--- src/rtl/block_mem_pkg.sv ---
// Shared types and helpers for the block-memory arbiter between the I- and D-cache fill paths.
package block_mem_pkg;

    localparam int BLOCK_W     = 256;
    localparam int OFFSET_BITS = 5;
    localparam int CNT_W       = 4;

    localparam logic [2:0] ST_IDLE   = 3'd0;
    localparam logic [2:0] ST_I_FILL = 3'd1;
    localparam logic [2:0] ST_D_WB   = 3'd2;
    localparam logic [2:0] ST_D_FILL = 3'd3;
    localparam logic [2:0] ST_RESP_I = 3'd4;
    localparam logic [2:0] ST_RESP_D = 3'd5;

    typedef enum logic {
        SIDE_D = 1'b0,
        SIDE_I = 1'b1
    } side_e;

    function automatic logic [31:0] blockAlign(input logic [31:0] addr, input int offsetBits);
        return addr & ~((32'h1 << offsetBits) - 32'h1);
    endfunction

endpackage

--- src/rtl/mem_latency_counter.sv ---
// Down-counter modelling the fixed memory latency; zero marks the last cycle of a memory state.
module mem_latency_counter
    import block_mem_pkg::*;
#(
    parameter int MEM_LATENCY = 4
) (
    input  logic CLOCK,
    input  logic RESET,
    input  logic load,
    output logic zero
);

    localparam logic [CNT_W-1:0] LOAD_VALUE = CNT_W'(MEM_LATENCY - 1);

    logic [CNT_W-1:0] count;

    always_ff @(posedge CLOCK or negedge RESET) begin
        if (!RESET) begin
            count <= '0;
        end else if (load) begin
            count <= LOAD_VALUE;
        end else if (count != '0) begin
            count <= count - CNT_W'(1);
        end
    end

    assign zero = (count == '0);

endmodule

--- src/rtl/block_mem_arbiter.sv ---
// Arbitrates the single block-memory port between I-side and D-side cache fills,
// writing back a dirty D victim before its fill and stalling the pipeline meanwhile.
module block_mem_arbiter #(
    parameter int MEM_LATENCY = 4,
    parameter int BLOCK_W     = block_mem_pkg::BLOCK_W,
    parameter int OFFSET_BITS = block_mem_pkg::OFFSET_BITS
) (
    input  logic               CLOCK,
    input  logic               RESET,
    input  logic               IReq_IN,
    input  logic [31:0]        IAddr_IN,
    input  logic               DReq_IN,
    input  logic [31:0]        DAddr_IN,
    input  logic               DDirty_IN,
    input  logic [31:0]        DVictimAddr_IN,
    input  logic [BLOCK_W-1:0] DVictimBlock_IN,
    input  logic [BLOCK_W-1:0] DataBlock_IN,
    output logic               IDone_OUT,
    output logic               DDone_OUT,
    output logic [BLOCK_W-1:0] FillBlock_OUT,
    output logic [31:0]        MemBlockAddress_OUT,
    output logic               MemBlockRead_OUT,
    output logic               MemBlockWrite_OUT,
    output logic [BLOCK_W-1:0] DataBlock_OUT,
    output logic               Stall_OUT
);

    import block_mem_pkg::*;

    logic [2:0]         state;
    side_e              prioPtr;
    logic [31:0]        blockAddr;
    logic [BLOCK_W-1:0] wbData;
    logic [BLOCK_W-1:0] fillData;
    logic               grantD;
    logic               grantI;
    logic               cntLoad;
    logic               cntZero;

    // Requests are only looked at in IDLE; a tie goes to the side the pointer names.
    always_comb begin
        grantD = 1'b0;
        grantI = 1'b0;
        if (state == ST_IDLE) begin
            if (DReq_IN && (!IReq_IN || prioPtr == SIDE_D)) begin
                grantD = 1'b1;
            end else if (IReq_IN) begin
                grantI = 1'b1;
            end
        end
    end

    assign cntLoad = grantD || grantI || (state == ST_D_WB && cntZero);

    mem_latency_counter #(
        .MEM_LATENCY(MEM_LATENCY)
    ) latencyCounter (
        .CLOCK(CLOCK),
        .RESET(RESET),
        .load (cntLoad),
        .zero (cntZero)
    );

    always_ff @(posedge CLOCK or negedge RESET) begin
        if (!RESET) begin
            state     <= ST_IDLE;
            prioPtr   <= SIDE_D;
            blockAddr <= '0;
            wbData    <= '0;
            fillData  <= '0;
        end else begin
            case (state)
                ST_IDLE: begin
                    if (grantD) begin
                        state     <= DDirty_IN ? ST_D_WB : ST_D_FILL;
                        blockAddr <= blockAlign(DDirty_IN ? DVictimAddr_IN : DAddr_IN, OFFSET_BITS);
                        wbData    <= DVictimBlock_IN;
                        prioPtr   <= SIDE_I;
                    end else if (grantI) begin
                        state     <= ST_I_FILL;
                        blockAddr <= blockAlign(IAddr_IN, OFFSET_BITS);
                        prioPtr   <= SIDE_D;
                    end
                end
                ST_I_FILL: begin
                    if (cntZero) begin
                        fillData <= DataBlock_IN;
                        state    <= ST_RESP_I;
                    end
                end
                // Write-back flows straight into the fill; the fill address is taken here.
                ST_D_WB: begin
                    if (cntZero) begin
                        state     <= ST_D_FILL;
                        blockAddr <= blockAlign(DAddr_IN, OFFSET_BITS);
                    end
                end
                ST_D_FILL: begin
                    if (cntZero) begin
                        fillData <= DataBlock_IN;
                        state    <= ST_RESP_D;
                    end
                end
                ST_RESP_I: state <= ST_IDLE;
                ST_RESP_D: state <= ST_IDLE;
                default:   state <= ST_IDLE;
            endcase
        end
    end

    // Strobes decode the state register so a reset drops them without waiting for a clock.
    assign MemBlockRead_OUT    = (state == ST_I_FILL) || (state == ST_D_FILL);
    assign MemBlockWrite_OUT   = (state == ST_D_WB);
    assign IDone_OUT           = (state == ST_RESP_I);
    assign DDone_OUT           = (state == ST_RESP_D);
    assign MemBlockAddress_OUT = blockAddr;
    assign DataBlock_OUT       = wbData;
    assign FillBlock_OUT       = fillData;
    assign Stall_OUT           = IReq_IN || DReq_IN || (state != ST_IDLE);

endmodule

--- config.mk ---
export PLATFORM = sky130hd
export DESIGN_NAME = block_mem_arbiter
export DESIGN_NICKNAME = d
export VERILOG_FILES = /design/src/rtl/block_mem_pkg.sv /design/src/rtl/mem_latency_counter.sv /design/src/rtl/block_mem_arbiter.sv
export SDC_FILE = /design/constraint.sdc
export NUM_CORES = 1
export LEC_CHECK = 0
export ABC_AREA = 1
export CAP_MARGIN = 20
export CORE_AREA = 8 8 443 445
export CTS_CLUSTER_SIZE = 40
export DETAILED_ROUTE_END_ITERATION = 8
export DIE_AREA = 0 0 451 453
export MAX_ROUTING_LAYER = met4
export SLEW_MARGIN = 0
export SYNTH_ARGS = -nofsm -noshare
export SYNTH_HDL_FRONTEND = slang
export SYNTH_SLANG_ARGS = --single-unit
--- constraint.sdc ---
create_clock -name CLOCK -period 1.95 [get_ports CLOCK]
set_input_delay 0.585 -clock CLOCK [delete_from_list [all_inputs] [get_ports CLOCK]]
set_output_delay 0.585 -clock CLOCK [all_outputs]
set_load 0.05 [all_outputs]
After elaboration in Yosys (flattened, before gate mapping)
Cells that the tools add are included.
{"block": "totals", "register_bits": 552, "latch_bits": 0, "mem_bits_rw": 0, "mem_bits_ro": 0, "input_bits": 613, "output_inout_bits": 549, "mem_count": 0}
{"block": "op_classes", "n_addsub": 1, "n_mul": 0, "n_div": 0, "n_lt_le_gt_ge": 0, "n_eq_ne": 9, "n_shift": 0, "muxes": 21, "n_bitwise": 1, "n_reduce_logical": 22}
{"cell": "$mux W32", "count": 4}
{"cell": "$pmux W32 S2", "count": 1}
{"cell": "$mux W3", "count": 5}
{"cell": "$pmux W3 S4", "count": 1}
{"cell": "$mux W1", "count": 8}
{"cell": "$mux W4", "count": 2}
{"cell": "$eq A3 B2 Y1 const B", "count": 2}
{"cell": "$eq A3 B3 Y1 const B", "count": 2}
{"cell": "$logic_or A1 B1 Y1", "count": 6}
{"cell": "$reduce_and A2 Y1", "count": 3}
{"cell": "$reduce_bool A2 Y1", "count": 3}
{"cell": "$logic_not A4 Y1", "count": 1}
{"cell": "$ne A2 B2 Y1 const B", "count": 2}
{"cell": "$reduce_and A4 Y1", "count": 1}
{"cell": "$reduce_bool A4 Y1", "count": 1}
{"cell": "$sub A4 B1 Y4 const B", "count": 1}
{"cell": "$eq A3 B1 Y1 const B", "count": 1}
{"cell": "$logic_not A3 Y1", "count": 1}
{"cell": "$ne A3 B3 Y1 const B", "count": 1}
{"cell": "$reduce_and A3 Y1", "count": 1}
{"cell": "$reduce_bool A3 Y1", "count": 1}
{"cell": "$logic_and A1 B1 Y1", "count": 2}
{"cell": "$ne A2 B1 Y1 const B", "count": 1}
{"cell": "$reduce_or A2 Y1", "count": 1}
{"cell": "2 further kinds", "count": 2}

Logic depth before layout (Yosys ltp)
{"block": "depth", "word_depth": 8, "depth_mapped": 11, "mapped_depth_nobuf": 10}

Hierarchy
Synthesis repeated with hierarchy kept, for this count alone.
{"block": "hier_totals", "cells_unflattened": 2587, "area_unflattened_um2": 21794.7}
{"module": "block_mem_arbiter", "n_inst": 1, "cells_each": 2558, "area_each_um2": 21569.4}
{"module": "mem_latency_counter", "n_inst": 1, "cells_each": 29, "area_each_um2": 225.2}

Least setup slack after synthesis
No wires, ideal clock.
{"block": "synth_path", "path_type": "reg-to-output", "start": "register state[0]", "end": "output port DDone_OUT", "arrival_ns": 1.532, "setup_slack_ns": -0.167, "path_stages_with_launch": 3, "path_buffers": 0, "cell_sequence": "dfrtp_1 inv_2 nor3_1"}
{"block": "synth_between", "elab_chain_len": 1}
{"element": "from (decl)", "line_no": "block_mem_arbiter.sv:30", "text": "logic [2:0] state;"}
{"element": "from (signal assigned)", "line_no": "block_mem_arbiter.sv:75", "text": "state <= DDirty_IN ? ST_D_WB : ST_D_FILL;"}
{"element": "$eq A3 B3 Y1", "line_no": "block_mem_arbiter.sv:115", "text": "assign DDone_OUT = (state == ST_RESP_D);"}
{"element": "to (decl)", "line_no": "block_mem_arbiter.sv:19", "text": "output logic DDone_OUT,"}
Every way passes these cells.

Worst setup path after layout
{"block": "layout_path", "start": "register state[0]", "end": "output port Stall_OUT"}
{"block": "layout_between", "elab_chain_len": 2}
{"element": "$reduce_bool A3 Y1", "line_no": "block_mem_arbiter.sv:119", "text": "assign Stall_OUT = IReq_IN || DReq_IN || (state != ST_IDLE);"}
{"element": "$logic_or A1 B1 Y1", "line_no": "block_mem_arbiter.sv:119"}
{"element": "to (decl)", "line_no": "block_mem_arbiter.sv:25", "text": "output logic Stall_OUT"}
Every way passes these cells.

==> metrics.cfg <==
[synth]
synthCells=2579
syn_area_mm2=0.0218
avgSynthCellArea_um2=8.44
synth_seq_cells=547
synth_warnings=0
synth_cell_types=25
yosysSeqAreaShare_pct=62.9

[floorplan]
die_h_um=453
start_util_pct=11.5
die_x_um=451
design.core.area_mm2=0.189
io_pins=1162
rows=160
dieArea_mm2=0.204

[routing]
routed_wl_um=186000
viasPerCell=3.58
num_vias=23300
drt-pass1-iter-count=7
drtAntennaViolNets=0
wl_per_cell_um=28.6
drt_iter0_drc=1789
drc_errors=0

[pwr]
ir_drop_mv=1.43
power.switching_uw=48100
finalPower_uw=95900
comb_power_share_pct=60.2
clkPwrFrac_pct=16.3
p_int_uw=47800
leakagePower_uw=0.0214
swShare_pct=50.1
pwr-share-seq_pct=23.5
power_density_mw_per_mm2=2160

[worst_setup_path]
reg2reg_slack_ns=-0.12
cp.arrival_ns=1.85
critPathKind=reg -> out
start_kind=flip-flop
cp.required_ns=1.36
cp_common_cell=nand2_4
r2r_start=state[0]
crit_fanout=4
path_buf_inv=2
critPathTopFamily=flip-flops
cp_cell_sequence=nor2_4 > nand2_4 > inv_6 > nand2_4 > buf_12
critical-path-max-stage-delay_ns=0.46
r2r_end=MemBlockAddress_OUT[31]
cp.depth=5
ff2ff_path_depth=12
critPathSlowestCell=dfrtp_2
endpoint_kind=output port

[clocking]
cts_root_buf=clkbuf_16
clk_latency_ns=0.73
clockBufferDepth=3
clock_sinks=547
cts_tree=yes
cts_buffers=75
htreeDepth=3
path_clk_slew_ns=0.06

[layout]
nets=4530
multi_input_area_mm2=0.00755
seqCellArea_mm2=0.0137
drive_gt1_share_pct=26.5
syn2layout_area_growth_pct=104
fillers=20500
final_area_mm2=0.0444

[timing]
fmax_mhz=410
finalCriticalPeriod_ns=2.44
drv_slew=0
finClkSkew_ns=0.0317
relSlewSlack_pct=49.0
worst_slack_ns=-0.487
period_share_pct=125
setup_viol=213
hold_viol=0
rsz0062_at_grt=yes
tightestPinTransition_ns=0.758

[outcome]
violations=negative setup slack
status=finished, violations left

[min_path]
min_from=DataBlock_IN[23]
hold_class=in -> reg
min_path_cells=3
min_to=FillBlock_OUT[23]

[placed_design]
io_buffers=1141
place_area_mm2=0.0388
dpl.hpwl_um=154000
routabilityCongestion=0.990

[grt]
grt_pass1_vias=23200
grt_start_max_net_pins=96
grt.overflow.total=0
gr-usage-all-layers_pct=17.4
grt_pass1_wl_um=231000
antenna_found_initial=97

[run]
cap_violations=0

==> stage by stage <==
stage	setup slack, ns	instances	util, %	hold slack, ns	TNS [ns]
6_report	-0.487	6507	23.4	0.390	-11.08
5_1_grt	-0.566	6502	23.4	0.355	-33.58
4_1_cts	-0.512	6426	22.6	0.330	-5.95
3_5_place_dp	-0.688	6230	20.5	0.459	-171.31
3_3_place_gp	-0.680	6230	20.5	0.454	-176.40
2_1_floorplan	-0.167	2583	-	0.289	-0.325
==> cell usage in the layout, fill, tap and decap left out, drive strengths merged, types with 4 or more instances in the layout <==
master / instances
nand2: 1682
buf: 771
clkdlybuf4s50: 596
dfrtp: 547
clkbuf: 129
nor2: 64
inv: 50
a21oi: 36
nand3: 32
diode: 20
clkinv: 20
o21a: 18
bufinv: 12
conb: 5
o21ai: 4
==> what timing repair did <==
action,CTS,global route
buffers inserted,55,27
endpoints found under the hold margin,5,0
gates cloned,2,36
pin swaps,4,37
gates resized for setup,200,155
hold buffers,1,0
endpoints found under the setup margin,607,576
==> worst max-delay path by stage <==
stage	slack, ns	to	startpoint
finish	-0.49	Stall_OUT	state[0]
global route	-0.57	Stall_OUT	state[0]
CTS	-0.51	Stall_OUT	state[0]
detailed placement	-0.69	DataBlock_OUT[104]	IReq_IN
global placement	-0.68	DataBlock_OUT[102]	IReq_IN
floorplan	-0.17	DDone_OUT	state[0]
==> synthesized netlist by cell type <==
cell	number	share of area, %
nand4_1	1	0.029
ha_1	2	0.11
buf_4	31	1.1
buf_1	10	0.17
conb_1	1	0.017
nor2_1	61	1.1
clkbuf_1	25	0.43
nand3_2	1	0.046
inv_1	42	0.72
nand2_1	1679	29
o21a_1	18	0.62
nand3_1	31	0.71
inv_2	5	0.086
o21ai_0	4	0.092
dfrtp_1	547	63
nand2_4	1	0.052
clkinv_1	1	0.017
nor2_2	3	0.086
a21oi_1	36	0.83
xor2_1	1	0.040
buf_2	71	1.6
buf_6	3	0.16
nand2_2	2	0.057
nor3_1	2	0.046
xnor2_1	1	0.040
==> metal layers <==
layer,track usage [%],vias up,part of all wire (%)
met1,17.7,11300,35
met3,8.42,321,11
li1,-,10500,-
met4,4.95,0,3.6
met5,-,-,0
met2,29.8,1175,50
==> flip-flops by register name (all words and copies together) (netlist names) <==
| register | cells |
|---|---|
| prioPtr | 1 |
| latencyCounter.count | 4 |
| MemBlockAddress_OUT | 27 |
| state | 3 |
| FillBlock_OUT | 256 |
| DataBlock_OUT | 256 |
==> cell families (layout without fill, tap and decap cells) <==
family,Yosys count,after routing,synth area share (%)
other,1,25,0.0172
DFF,547,547,62.9
buffers and inverters,188,1581,4.29
and+or+nand+nor,1781,1781,31.0
AOI/OAI and AO/OA,58,58,1.54
xor gates and xnor gates,2,2,0.0805
adders and majority gates,2,2,0.115
==> final cells by class <==
cell class	instances	area share (%)
Antenna cell	20	0.113
Sequential cell	547	31.0
Tap cell	2511	7.08
Clock buffer	102	4.84
Timing Repair Buffer	1395	38.1
Multi-Input combinational cell	1848	17.0
Inverter	48	0.451
Clock inverter	36	1.42
==> worst reg2reg max path, cell delays in order, from the launching register on <==
cell     delay [ns]
dfrtp_2        0.46
nor2_4         0.26
nand2_4        0.10
buf_4          0.14
buf_4          0.13
nor2_4         0.15
buf_12         0.20
buf_8          0.15
buf_4          0.12
nand2_4        0.07
nand3_2        0.09
nand2_2        0.08
nand2_1        0.06
==> power by group through the flow <==
stage | registers [µW] | logic, µW | clock network (µW)
floorplan | 38900 | 8020 | 0
global placement | 22100 | 54200 | 0
detailed placement | 22200 | 54300 | 0
CTS | 22400 | 56400 | 16100
global route | 23100 | 60500 | 16500
finish | 22500 | 57800 | 15600
Note: power is estimated with default switching activity, not from simulation.
